### config.mk
export PLATFORM = sky130hd
export DESIGN_NAME = pattern_response_capture
export DESIGN_NICKNAME = d
export VERILOG_FILES = /design/src/rtl/pattern_harness_pkg.sv /design/src/rtl/pattern_misr.sv /design/src/rtl/pattern_response_capture.sv
export SDC_FILE = /design/constraint.sdc
export NUM_CORES = 1
export LEC_CHECK = 0
export CAP_MARGIN = 20
export CORE_MARGIN = 2
export CORE_UTILIZATION = 43
export DETAILED_ROUTE_END_ITERATION = 10
export PLACE_DENSITY = 0.7
export SKIP_CTS_REPAIR_TIMING = 1
export SLEW_MARGIN = 20
export SYNTH_ARGS = -nofsm -noshare
export SYNTH_HDL_FRONTEND = slang
export SYNTH_SLANG_ARGS = --single-unit
### constraint.sdc
create_clock -name blif_clk_net -period 2.35 [get_ports blif_clk_net]
set_clock_uncertainty 0.05 [all_clocks]
set_input_delay 0.235 -clock blif_clk_net [delete_from_list [all_inputs] [get_ports blif_clk_net]]
set_output_delay 0.235 -clock blif_clk_net [all_outputs]
set_load 0.02 [all_outputs]
### src/rtl/pattern_harness_pkg.sv
// Shared types and constants for the pattern-merge harness.
// Latency: n/a (declarations only).
// Backpressure: n/a.
package pattern_harness_pkg;

   // Width of the pattern_3_8-class primary-output vector.
   localparam int PATTERN_OUT_W = 9;

   // CRC-CCITT style taps; the x^16 term is implicit.
   localparam logic [15:0] DEFAULT_POLY = 16'h1021;
   localparam logic [15:0] DEFAULT_SEED = 16'h0000;

   typedef enum logic [2:0] {
      ST_IDLE,
      ST_WARMUP,
      ST_CAPTURE,
      ST_COMPARE,
      ST_DONE
   } cap_state_t;

endpackage

### src/rtl/pattern_misr.sv
// Multiple-input signature register: shifts left, folds the MSB back through
// the taps and XORs in the zero-extended input word.
// Latency: 1 cycle per compacted word. Backpressure: none, i_enable qualifies data.
// Ports: i_clk/i_rst (sync, active-high, loads seed), i_load (loads seed),
//        i_enable (compact i_data), i_seed, i_poly, o_sig (register contents).
module pattern_misr
   import pattern_harness_pkg::*;
#(
   parameter int IN_W  = PATTERN_OUT_W,
   parameter int SIG_W = 16
) (
   input  logic             i_clk,
   input  logic             i_rst,
   input  logic             i_load,
   input  logic             i_enable,
   input  logic [IN_W-1:0]  i_data,
   input  logic [SIG_W-1:0] i_seed,
   input  logic [SIG_W-1:0] i_poly,
   output logic [SIG_W-1:0] o_sig
);

   logic [SIG_W-1:0] r_sig;
   logic [SIG_W-1:0] w_data_ext;
   logic [SIG_W-1:0] w_next;

   // Zero-extension written per bit so SIG_W == IN_W needs no special case.
   always_comb begin
      w_data_ext             = '0;
      w_data_ext[IN_W-1:0]   = i_data;
      w_next = {r_sig[SIG_W-2:0], 1'b0}
             ^ (r_sig[SIG_W-1] ? i_poly : '0)
             ^ w_data_ext;
   end

   always_ff @(posedge i_clk) begin
      if (i_rst || i_load) begin
         r_sig <= i_seed;
      end else if (i_enable) begin
         r_sig <= w_next;
      end
   end

   assign o_sig = r_sig;

endmodule

### src/rtl/pattern_response_capture.sv
// Captures a pattern block's outputs into a MISR and compares with a golden signature.
// Latency: done rises one cycle after the final valid sample's edge.
// Backpressure: none; resp_valid qualifies each sample, start while busy is dropped.
// Ports: blif_clk_net, blif_reset_net (sync, active-high); start/abort control;
//        num_samples/golden_sig latched on start; resp_valid/resp_data input stream;
//        busy/done/pass status and signature/sample_count debug, all registered.
module pattern_response_capture
   import pattern_harness_pkg::*;
#(
   parameter int               IN_W   = PATTERN_OUT_W,
   parameter int               SIG_W  = 16,
   parameter int               CNT_W  = 16,
   parameter logic [SIG_W-1:0] POLY   = SIG_W'(DEFAULT_POLY),
   parameter logic [SIG_W-1:0] SEED   = SIG_W'(DEFAULT_SEED),
   parameter int               WARMUP = 2
) (
   input  logic             blif_clk_net,
   input  logic             blif_reset_net,
   input  logic             start,
   input  logic             abort,
   input  logic [CNT_W-1:0] num_samples,
   input  logic [SIG_W-1:0] golden_sig,
   input  logic             resp_valid,
   input  logic [IN_W-1:0]  resp_data,
   output logic             busy,
   output logic             done,
   output logic             pass,
   output logic [SIG_W-1:0] signature,
   output logic [CNT_W-1:0] sample_count
);

   localparam int              WU_W    = (WARMUP > 1) ? $clog2(WARMUP) : 1;
   localparam logic [WU_W-1:0] WU_LAST = WU_W'((WARMUP > 0) ? WARMUP - 1 : 0);

   cap_state_t       r_state;
   logic [CNT_W-1:0] r_num;
   logic [SIG_W-1:0] r_golden;
   logic [CNT_W-1:0] r_cnt;
   logic [WU_W-1:0]  r_wu;
   logic             r_busy;
   logic             r_done;
   logic             r_pass;

   logic             w_start_ok;
   logic             w_in_run;
   logic             w_misr_en;
   logic [CNT_W-1:0] w_cnt_inc;
   logic [SIG_W-1:0] w_sig;

   assign w_start_ok = start && (r_state == ST_IDLE || r_state == ST_DONE);
   assign w_in_run   = (r_state == ST_WARMUP) || (r_state == ST_CAPTURE) ||
                       (r_state == ST_COMPARE);
   // An abort in the same cycle as a valid sample must leave the MISR untouched.
   assign w_misr_en  = (r_state == ST_CAPTURE) && resp_valid && !abort;
   assign w_cnt_inc  = r_cnt + 1'b1;

   pattern_misr #(
      .IN_W  (IN_W),
      .SIG_W (SIG_W)
   ) u_misr (
      .i_clk    (blif_clk_net),
      .i_rst    (blif_reset_net),
      .i_load   (w_start_ok),
      .i_enable (w_misr_en),
      .i_data   (resp_data),
      .i_seed   (SEED),
      .i_poly   (POLY),
      .o_sig    (w_sig)
   );

   always_ff @(posedge blif_clk_net) begin
      if (blif_reset_net) begin
         r_state  <= ST_IDLE;
         r_num    <= '0;
         r_golden <= '0;
         r_cnt    <= '0;
         r_wu     <= '0;
         r_busy   <= 1'b0;
         r_done   <= 1'b0;
         r_pass   <= 1'b0;
      end else if (abort && w_in_run) begin
         // Counters and signature are kept for post-mortem inspection.
         r_state <= ST_IDLE;
         r_busy  <= 1'b0;
         r_done  <= 1'b0;
         r_pass  <= 1'b0;
      end else begin
         case (r_state)
            ST_IDLE, ST_DONE: begin
               if (start) begin
                  r_num    <= num_samples;
                  r_golden <= golden_sig;
                  r_cnt    <= '0;
                  r_wu     <= '0;
                  r_busy   <= 1'b1;
                  r_done   <= 1'b0;
                  r_pass   <= 1'b0;
                  // A zero-length run with no warmup still needs the compare cycle.
                  if (WARMUP > 0)
                     r_state <= ST_WARMUP;
                  else if (num_samples == '0)
                     r_state <= ST_COMPARE;
                  else
                     r_state <= ST_CAPTURE;
               end
            end
            ST_WARMUP: begin
               if (r_wu == WU_LAST)
                  r_state <= (r_num == '0) ? ST_COMPARE : ST_CAPTURE;
               else
                  r_wu <= r_wu + 1'b1;
            end
            ST_CAPTURE: begin
               if (resp_valid) begin
                  r_cnt <= w_cnt_inc;
                  if (w_cnt_inc == r_num)
                     r_state <= ST_COMPARE;
               end
            end
            ST_COMPARE: begin
               r_pass  <= (w_sig == r_golden);
               r_done  <= 1'b1;
               r_busy  <= 1'b0;
               r_state <= ST_DONE;
            end
            default: r_state <= ST_IDLE;
         endcase
      end
   end

   assign busy         = r_busy;
   assign done         = r_done;
   assign pass         = r_pass;
   assign signature    = w_sig;
   assign sample_count = r_cnt;

endmodule

==> flow_metrics.env <==
export IMPL_status="completed"
export IMPL_synth_seq_cells=71
export IMPL_drive_gt1_frac=0.0840
export IMPL_cts_tree="built"
export IMPL_synth_area_mm2=0.00362
export IMPL_synth_edf_count=0
export IMPL_sw_frac_of_total=0.271
export IMPL_maxCapViolations=0
export IMPL_root_buffer="clkbuf_8"
export IMPL_finalSetupTns_ps=0
export IMPL_numPortBuffers=80
export IMPL_synth_cells=460
export IMPL_crit_family="simple AND/OR/NAND/NOR gates"
export IMPL_pin_count=81
export IMPL_vias=3440
export IMPL_crit_top_cell="mux2i_1"
export IMPL_path_buf_inv=0
export IMPL_multi_input_area_mm2=0.00202
export IMPL_power_frac_comb=0.130
export IMPL_critical_path_slowest_cell="nor4_4"
export IMPL_drv_slew=0
export IMPL_ant_nets=0
export IMPL_grt_pass1_wl_um=15200
export IMPL_first_pass_iters=4
export IMPL_overflow=0
export IMPL_hp_class="input port to register"
export IMPL_wl_um=9600
export IMPL_antenna_found_initial=0
export IMPL_cts_num_sinks=71
export IMPL_max_stage_delay_ps=470
export IMPL_nNetsFinal=578
export IMPL_drt_iter0_markers=180
export IMPL_fin_crit_sh=0.893
export IMPL_cts_buffer_depth=2
export IMPL_syn_mean_instance_area_um2=7.87
export IMPL_critPathKind="register to register"
export IMPL_core_area_mm2=0.00818
export IMPL_start_kind="register"
export IMPL_path_cells="ha_1 > nand4_4 > nor4_4 > mux2i_1 > mux2i_1 > o21a_1 > o31ai_2"
export IMPL_maxSlewHeadroom=0.564
export IMPL_fmax_mhz=477
export IMPL_clk_pin_slew_ps=80
export IMPL_pwr_share_clk=0.376
export IMPL_period_needed_ps=2100
export IMPL_tightest_slew_ps=655
export IMPL_syn_to_final_growth_pct=29.6
export IMPL_async_reset_ff_frac=0
export IMPL_crit_fanout=7
export IMPL_vdd_drop_max_mv=0.341
export IMPL_yosysTopAreaCell="dfxtp_1"
export IMPL_power_per_cell_area_mw_per_mm2=558
export IMPL_register_area_mm2=0.00142
export IMPL_p_sw_w=0.000709
export IMPL_arrival_ps=2330
export IMPL_setup_viol=0
export IMPL_rows=33
export IMPL_wl_per_cell_um=15.0
export IMPL_route_detailed_drc=0
export IMPL_required_ps=2580
export IMPL_layout_commonest_cell="nand2_1"
export IMPL_ys_flop_type="dfxtp_1"
export IMPL_die_x_um=95.8
export IMPL_die_height_um=95.8
export IMPL_final_cell_mix="nand2_1, clkdlybuf4s50_1, dfxtp_1"
export IMPL_rsz0062_at_grt="false"
export IMPL_cts_buffers=9
export IMPL_die_area_mm2=0.00917
export IMPL_grt_pass1_vias=3095
export IMPL_synth_cell_types=51
export IMPL_intPower_w=0.00191
export IMPL_p_leak_nw=1.71
export IMPL_grt_start_max_net_pins=28
export IMPL_p_seq_frac=0.493
export IMPL_power_w=0.00262
export IMPL_start_util=0.443
export IMPL_insertion_delay_ps=360
export IMPL_via_per_inst=5.37
export IMPL_crit_path_end_kind="register"
export IMPL_place_gp_congestion=0.890
export IMPL_dp_hpwl_um=6830
export IMPL_synth_top_cells_by_area="dfxtp_1, nand2_1, a21oi_1, xnor2_1, xor2_1"
export IMPL_yosysWarnings=0
export IMPL_track_usage=0.216
export IMPL_fill_cells=789
export IMPL_insertedDiodeCount=0
export IMPL_ys_seq_area_frac=0.393
export IMPL_synth_nets=507
export IMPL_cts_max_level=3
export IMPL_final_hold_violation_count=0
export IMPL_synth_top_cell_area_share=0.393
-- power by group through the flow --
stage / registers [W] / clock network [W] / logic, W
2_1_floorplan: 0.00131 / 0 / 0.000201
3_3_place_gp: 0.00132 / 0 / 0.000337
3_5_place_dp: 0.00132 / 0 / 0.000339
4_1_cts: 0.00129 / 0.000995 / 0.000342
5_1_grt: 0.00130 / 0.00105 / 0.000378
6_report: 0.00129 / 0.000986 / 0.000341
-- worst reg2reg max path: stages, from the launching register on --
cell and delay, ps:
dfxtp_1 340, ha_1 280, nand4_4 200, nor4_4 470, mux2i_1 230, mux2i_1 80, o21a_1 180, o31ai_2 200
-- metrics by stage --
step | cell area [um2] | hold slack, ps | worst slack [ps] | std cells | util
after CTS | 4690 | 274 | 246 | 641 | 0.574
after detailed placement | 4490 | 409 | 260 | 625 | 0.549
after global placement | 4490 | 404 | 330 | 625 | 0.549
after floorplan | 3620 | 321 | 147 | 460 | -
final | 4690 | 275 | 252 | 641 | 0.574
after global routing | 4690 | 291 | 71.8 | 641 | 0.574
-- state kept, by name (all words and copies together) (netlist names) --
signal / cells
r_golden: 16
r_num: 16
sample_count: 16
u_misr.o_sig: 16
r_state: 3
busy: 1
done: 1
pass: 1
r_wu: 1
-- synthesized netlist by cell type, types with 3 or more instances --
| cell type | count |
|---|---|
| nand2_1 | 99 |
| xor2_1 | 17 |
| nand4_1 | 4 |
| nor3_1 | 10 |
| nor3b_1 | 3 |
| nand3b_1 | 5 |
| xnor2_1 | 29 |
| clkbuf_1 | 18 |
| a21oi_1 | 63 |
| nand2b_1 | 4 |
| buf_4 | 9 |
| a21boi_0 | 3 |
| a211oi_1 | 10 |
| nor4_1 | 8 |
| nor2_1 | 32 |
| buf_2 | 5 |
| a21o_1 | 3 |
| o21ai_0 | 17 |
| nand3_1 | 9 |
| buf_1 | 3 |
| or3_1 | 3 |
| dfxtp_1 | 71 |
-- kinds of logic (layout without fill, tap and decap cells) --
logic type	after synthesis	count (layout)	synth area share
simple gates	198	198	0.272
compound gates	105	105	0.165
flops	71	71	0.393
xor+xnor	46	46	0.111
buf+inv	37	113	0.0494
mux	2	2	0.00553
fa+ha+maj	1	1	0.00346
-- cell type report --
class	instances	share of cell area
Timing Repair Buffer	95	0.194
Sequential cell	71	0.303
Clock buffer	10	0.0272
Multi-Input combinational cell	352	0.431
Inverter	2	0.00160
Clock inverter	6	0.0152
Tap cell	105	0.0280
-- worst paths after layout --
path,depth (start not counted),slack (ps),start,end
max,7,250,sample_count[1],r_state[0]
min,2,280,blif_reset_net,sample_count[0]
max reg2reg,7,250,sample_count[1],r_state[0]
min reg2reg,2,420,r_golden[8],r_golden[8]
-- metal layers --
| layer | vias up | global-route usage | wire, um |
|---|---|---|---|
| li1 | 1711 | - | - |
| met1 | 1607 | 0.292 | 4500 |
| met2 | 108 | 0.332 | 4360 |
| met3 | 14 | 0.0603 | 579 |
| met4 | 0 | 0.0714 | 160 |
| met5 | - | 0 | 0 |
(Power assumes the default switching activity.)
